`src/rtl/noc_pkg.sv`:
```
// ---------------------------------------------------------------
// noc_pkg: shared NoC flit geometry and field positions
// Revision 1.0
// ---------------------------------------------------------------
`default_nettype none

package noc_pkg;

  localparam int FLIT_W = 71;
  localparam int DEST_W = 4;
  localparam int NUM_VC = 2;

  localparam int VALID_BIT = 70;
  localparam int HT_BIT    = 69;
  localparam int DEST_HI   = 68;
  localparam int DEST_LO   = 65;
  localparam int VC_BIT    = 64;
  localparam int DATA_HI   = 63;
  localparam int DATA_LO   = 0;

  typedef logic [FLIT_W-1:0] flit_t;

  typedef struct packed {
    logic              valid;
    logic              ht;
    logic [DEST_W-1:0] dest;
    logic              vc;
    logic [63:0]       data;
  } flit_fields_t;

  function automatic logic flit_vc(input flit_t f);
    return f[VC_BIT];
  endfunction

endpackage

`default_nettype wire

```
`src/rtl/flit_fifo.sv`:
```
// ---------------------------------------------------------------
// flit_fifo: synchronous FIFO with full/empty/occupancy outputs
// Revision 1.0
// ---------------------------------------------------------------
`default_nettype none

module flit_fifo #(
  parameter int WIDTH = 71,
  parameter int DEPTH = 4
) (
  input  logic                     clk,
  input  logic                     rst,
  input  logic                     wr_en,
  input  logic [WIDTH-1:0]         wr_data,
  input  logic                     rd_en,
  output logic [WIDTH-1:0]         rd_data,
  output logic                     full,
  output logic                     empty,
  output logic [$clog2(DEPTH):0]   count
);

  localparam int AW = $clog2(DEPTH);
  localparam int CW = AW + 1;

  logic [WIDTH-1:0] r_mem [DEPTH];
  logic [AW-1:0]    r_wr_ptr;
  logic [AW-1:0]    r_rd_ptr;
  logic [CW-1:0]    r_count;
  logic             w_wr;
  logic             w_rd;

  assign full    = (r_count == CW'(DEPTH));
  assign empty   = (r_count == '0);
  assign count   = r_count;
  assign rd_data = r_mem[r_rd_ptr];

  // A write into a full FIFO is legal only when a read frees a slot on the same edge.
  assign w_rd = rd_en && !empty;
  assign w_wr = wr_en && (!full || w_rd);

  always_ff @(posedge clk) begin
    if (w_wr && !rst) begin
      r_mem[r_wr_ptr] <= wr_data;
    end
  end

  always_ff @(posedge clk) begin
    if (rst) begin
      r_wr_ptr <= '0;
      r_rd_ptr <= '0;
      r_count  <= '0;
    end else begin
      if (w_wr) r_wr_ptr <= r_wr_ptr + AW'(1);
      if (w_rd) r_rd_ptr <= r_rd_ptr + AW'(1);
      case ({w_wr, w_rd})
        2'b10:   r_count <= r_count + CW'(1);
        2'b01:   r_count <= r_count - CW'(1);
        default: r_count <= r_count;
      endcase
    end
  end

endmodule

`default_nettype wire

```
`src/rtl/pe_flit_injector.sv`:
```
// ---------------------------------------------------------------
// pe_flit_injector: queues PE flits and injects them into the router under per-VC credit flow control
// Revision 1.0
// ---------------------------------------------------------------
`default_nettype none

module pe_flit_injector
  import noc_pkg::*;
#(
  parameter int DEPTH   = 4,
  parameter int CREDITS = 4
) (
  input  logic              clk,
  input  logic              rst,
  input  logic [FLIT_W-1:0] pe_flit,
  input  logic              pe_ready_send,
  input  logic [1:0]        credit_in,
  output logic [FLIT_W-1:0] flit_out,
  output logic              flit_valid,
  output logic              overflow,
  output logic [7:0]        drop_cnt
);

  localparam int CRW = $clog2(CREDITS + 1);

  flit_t                  w_head;
  logic                   w_full;
  logic                   w_empty;
  logic [$clog2(DEPTH):0] w_count;
  logic                   w_unused_count;
  logic                   w_enq_req;
  logic                   w_enq;
  logic                   w_deq;
  logic                   w_drop;
  logic                   w_head_vc;
  logic [NUM_VC-1:0]      w_has_credit;

  assign w_unused_count = ^w_count;

  assign w_enq_req = pe_ready_send && pe_flit[VALID_BIT] && !rst;
  assign w_head_vc = flit_vc(w_head);
  // Strict FIFO order: only the head is considered, so a starved head blocks both VCs.
  assign w_deq     = !w_empty && w_has_credit[w_head_vc];
  assign w_enq     = w_enq_req && (!w_full || w_deq);
  assign w_drop    = w_enq_req && w_full && !w_deq;

  flit_fifo #(
    .WIDTH (FLIT_W),
    .DEPTH (DEPTH)
  ) u_fifo (
    .clk     (clk),
    .rst     (rst),
    .wr_en   (w_enq),
    .wr_data (pe_flit),
    .rd_en   (w_deq),
    .rd_data (w_head),
    .full    (w_full),
    .empty   (w_empty),
    .count   (w_count)
  );

  for (genvar v = 0; v < NUM_VC; v++) begin : g_vc
    logic [CRW-1:0] r_credit;
    logic           w_dec;

    assign w_dec           = w_deq && (w_head_vc == 1'(v));
    assign w_has_credit[v] = (r_credit != '0);

    // A return and a spend on the same edge cancel out.
    always_ff @(posedge clk) begin
      if (rst) begin
        r_credit <= CRW'(CREDITS);
      end else if (credit_in[v] && !w_dec) begin
        if (r_credit < CRW'(CREDITS)) r_credit <= r_credit + CRW'(1);
      end else if (!credit_in[v] && w_dec) begin
        r_credit <= r_credit - CRW'(1);
      end
    end
  end

  always_ff @(posedge clk) begin
    if (rst) begin
      flit_out   <= '0;
      flit_valid <= 1'b0;
    end else if (w_deq) begin
      flit_out   <= w_head;
      flit_valid <= 1'b1;
    end else begin
      flit_out   <= '0;
      flit_valid <= 1'b0;
    end
  end

  always_ff @(posedge clk) begin
    if (rst) begin
      overflow <= 1'b0;
      drop_cnt <= 8'd0;
    end else if (w_drop) begin
      overflow <= 1'b1;
      if (drop_cnt != 8'hFF) drop_cnt <= drop_cnt + 8'd1;
    end
  end

endmodule

`default_nettype wire

```
`config.mk`:
```
export PLATFORM = sky130hd
export DESIGN_NAME = pe_flit_injector
export DESIGN_NICKNAME = d
export VERILOG_FILES = /design/src/rtl/noc_pkg.sv /design/src/rtl/flit_fifo.sv /design/src/rtl/pe_flit_injector.sv
export SDC_FILE = /design/constraint.sdc
export NUM_CORES = 1
export LEC_CHECK = 0
export BUFFER_PORTS_ARGS = -buffer_cell sky130_fd_sc_hd__clkbuf_2
export CORE_MARGIN = 5
export CORE_UTILIZATION = 53
export DETAILED_ROUTE_END_ITERATION = 8
export PLACE_DENSITY = 0.73
export SYNTH_ARGS = -nofsm -noshare
export SYNTH_HDL_FRONTEND = slang
export SYNTH_SLANG_ARGS = --single-unit
```
`constraint.sdc`:
```
create_clock -name clk -period 4.5 [get_ports clk]
set_clock_uncertainty 0.2 [all_clocks]
set_input_delay 0.675 -clock clk [delete_from_list [all_inputs] [get_ports clk]]
set_output_delay 0.675 -clock clk [all_outputs]
set_load 0.01 [all_outputs]
```
==> results.yml <==
detailed_routing:
  drt_pass1_iterations: 5
  routed_wirelength_mm: 25.1
  routed-via-count: 6756
  detailedRoute.firstIterationViolations: 397
  remaining_drc_errors: 0
  post_drt_wl_per_cell_um: 20.6
  ant_nets: 0
  via_density: 5.54
timing:
  holdWs_ps: 177
  timing.final.crit_period_ps: 3110
  timing.max_slew.rel_slack: 0.314
  hold_viol: 0
  report.final.slew_viol_count: 0
  unrepaired_setup_endpoints_after_global_routing: "false"
  timing.final.setup_violations: 0
  clock.fmax_ghz: 0.321
  period_share: 0.692
  timing.setup.tns_ps: 0
  timing_worst_slew_pin_value_ps: 1030
synthesis:
  synth_top_cell_area_share: 0.630
  synth_warnings: 0
  postSynthNetCount: 774
  synth_simple_gate_area_share: 0.0593
  post_synth_fa_ha_maj_area_fraction: 0.00999
  yosys-mux-area-fraction: 0.128
  synthFlopType: "edfxtp_1"
  synth_edf_count: 284
  synth_compound_area_frac: 0.0143
  fraction_of_synthesis_flops_using_an_asynchronous_set_or_reset_pin: 0
  syn_inst: 689
  synthMostInstantiatedCell: "edfxtp_1"
  netlist_area_um2: 13500
  synth.ff_latch_count: 380
  synth_top_cells_by_area: "edfxtp_1 63%, dfxtp_1 14%, mux4_2 12%"
  yosysUniqueCellTypes: 44
  synth_top_area_cell: "edfxtp_1"
  synth_top_family_by_area: "multiplexers"
  synth_commonest_cells: "284 x edfxtp_1, 96 x dfxtp_1, 71 x and3_1, 71 x mux4_2, 25 x clkbuf_1"
  syn_avg_cell_area_um2: 19.6
  post_synthesis_share_of_cell_area_spent_on_xor_and_xnor_gates: 0.00129
  ys_seq_area_frac: 0.772
floorplanning:
  floorplan.die.height_um: 170
  num_rows: 58
  die_area_um2: 28800
  die_x_um: 170
  initial_utilization: 0.537
  io-pin-count: 157
  core_area_um2: 25200
setup_path:
  end_kind: "flop"
  cp.required_ps: 4500
  reg2reg_setup_slack_ps: 1390
  worstPathMaxFanout: 38
  critical_path_arrival_ps: 3110
  timing.setup.critical_path_class: "flop to flop"
  critPathLaunchType: "flop"
placed_design:
  placed_area_um2: 14800
  io_buffers: 156
  finalWeightedCongestion: 0.763
  dpl.cell_count: 1149
  dpl.hpwl_mm: 14.4
global_routing:
  grt_remaining_overflow: 0
  grt_start_max_net_pins: 71
  grt_first_pass_wirelength_mm: 39.5
  grtUsageTotal: 0.177
  grt_antenna_before_repair: 1
  grt_pass1_vias: 7140
clock_tree:
  post-cts-setup-buffers: 0
  worst_skew_pair_latency_ps: 510
  clock_sink_count: 380
  ctsRootBufferMaster: "clkbuf_16"
  cts_hold_buffers: 0
  postCtsResizedCells: 0
  cts-buffers-inserted: 38
  clock_tree.htree_level_count: 2
  clock_tree_from_tritoncts: "built"
  path_clk_slew_ps: 60
  clock_tree.buffer_depth: 3
layout:
  drive_above_1_share: 0.353
  syn2layout_area_growth_pct: 18.4
  finalNonFillerCells: 1219
  postLayoutCoreUtil: 0.636
  final_nets: 944
  layout.cell_area.non_filler_um2: 16000
  n_antenna_cell: 0
hold_path:
  worstHoldPathType: "input pin to flop"
power:
  power_density_nw_per_um2: 552
  power_leakage_nw: 5.82
  ir_drop_mv: 0.383
run:
  cap_viol_max_count: 0
run_status:
  run_status: "finished, final reports clean"
-- through the flow --
stage                     worst slack (ps)  total power [W]
after floorplan                        579          0.00528
after global placement                1440          0.00578
after detailed placement              1380          0.00581
after CTS                             1360          0.00895
after global routing                  1230          0.00926
final                                 1390          0.00884
-- flip-flops by register name, indices dropped and copies added, names as in the netlist, named ones only --
register and flops:
u_fifo.r_rd_ptr 2, u_fifo.count 3, u_fifo.r_wr_ptr 2, flit_out 71, flit_valid 1, g_vc.r_credit 6, drop_cnt 8, overflow 1
u_fifo.r_mem 284
-- layout make-up --
cell class	instances	area, µm²
clock buffer	52	1050
fill	1753	9170
sequential	380	10500
multi-input combinational	261	2910
timing repair buffer	168	933
tap	330	413
inverter	10	37.5
clock inverter	18	210
-- critical path, cell delays in order (launching register included) --
cell      delay, ps
edfxtp_1        370
mux4_2          570
mux2_2          350
a21oi_1         330
and2_4          630
buf_12          310
-- routing by layer --
layer | part of all wire | wire length (µm) | GRT usage | vias to the layer above
met5 | 0.00052 | 13 | 0 | -
met4 | 0.020 | 513 | 0.0501 | 2
met3 | 0.060 | 1500 | 0.0368 | 39
met2 | 0.51 | 12700 | 0.296 | 185
met1 | 0.41 | 10400 | 0.238 | 3437
li1 | - | - | - | 3093
-- report_power, final --
group / internal, W / leakage [nW] / switching (W) / total [W]
Sequential: 0.00401 / 3.35 / 0.000104 / 0.00411
Clock: 0.00188 / 0.616 / 0.00126 / 0.00314
Combinational: 0.000765 / 1.85 / 0.000825 / 0.00159
Total: 0.00666 / 5.82 / 0.00219 / 0.00884
-- path summary, 6_finish.rpt --
kind | startpoint | end | cells after the start
worst max register to register | u_fifo.r_mem[0][64]$_DFFE_PP_ | u_fifo.r_mem[0][9]$_DFFE_PP_ | 5
worst min-delay path | pe_flit[31] | u_fifo.r_mem[1][31]$_DFFE_PP_ | 1
worst min register to register | overflow$_SDFFE_PP0P_ | overflow$_SDFFE_PP0P_ | 1
worst max-delay path | u_fifo.r_mem[0][64]$_DFFE_PP_ | u_fifo.r_mem[0][9]$_DFFE_PP_ | 5
-- placed cells by master, fill, tap and decap left out, types with 5 or more instances in the layout --
master,count
clkbuf_8,5
nor2b_1,6
o21ai_0,5
and3_1,71
clkbuf_1,9
mux2_2,6
dfxtp_1,94
inv_1,10
buf_12,5
clkbuf_2,156
or4_1,6
nand2_1,13
edfxtp_1,284
nor2_1,12
buf_4,7
clkinv_2,6
or3_1,5
mux4_2,71
o31ai_1,5
ha_1,6
clkbuf_16,38
a21oi_1,11
-- kinds of logic (layout without fill, tap and decap cells) --
kind of cell / after synthesis / in the layout
compound gates: 30 / 30
xor+xnor: 2 / 2
fa+ha+maj: 9 / 9
buf+inv: 48 / 248
flops: 380 / 380
mux: 83 / 83
simple gates: 137 / 137
No activity file was read; power rests on OpenSTA's default activity.
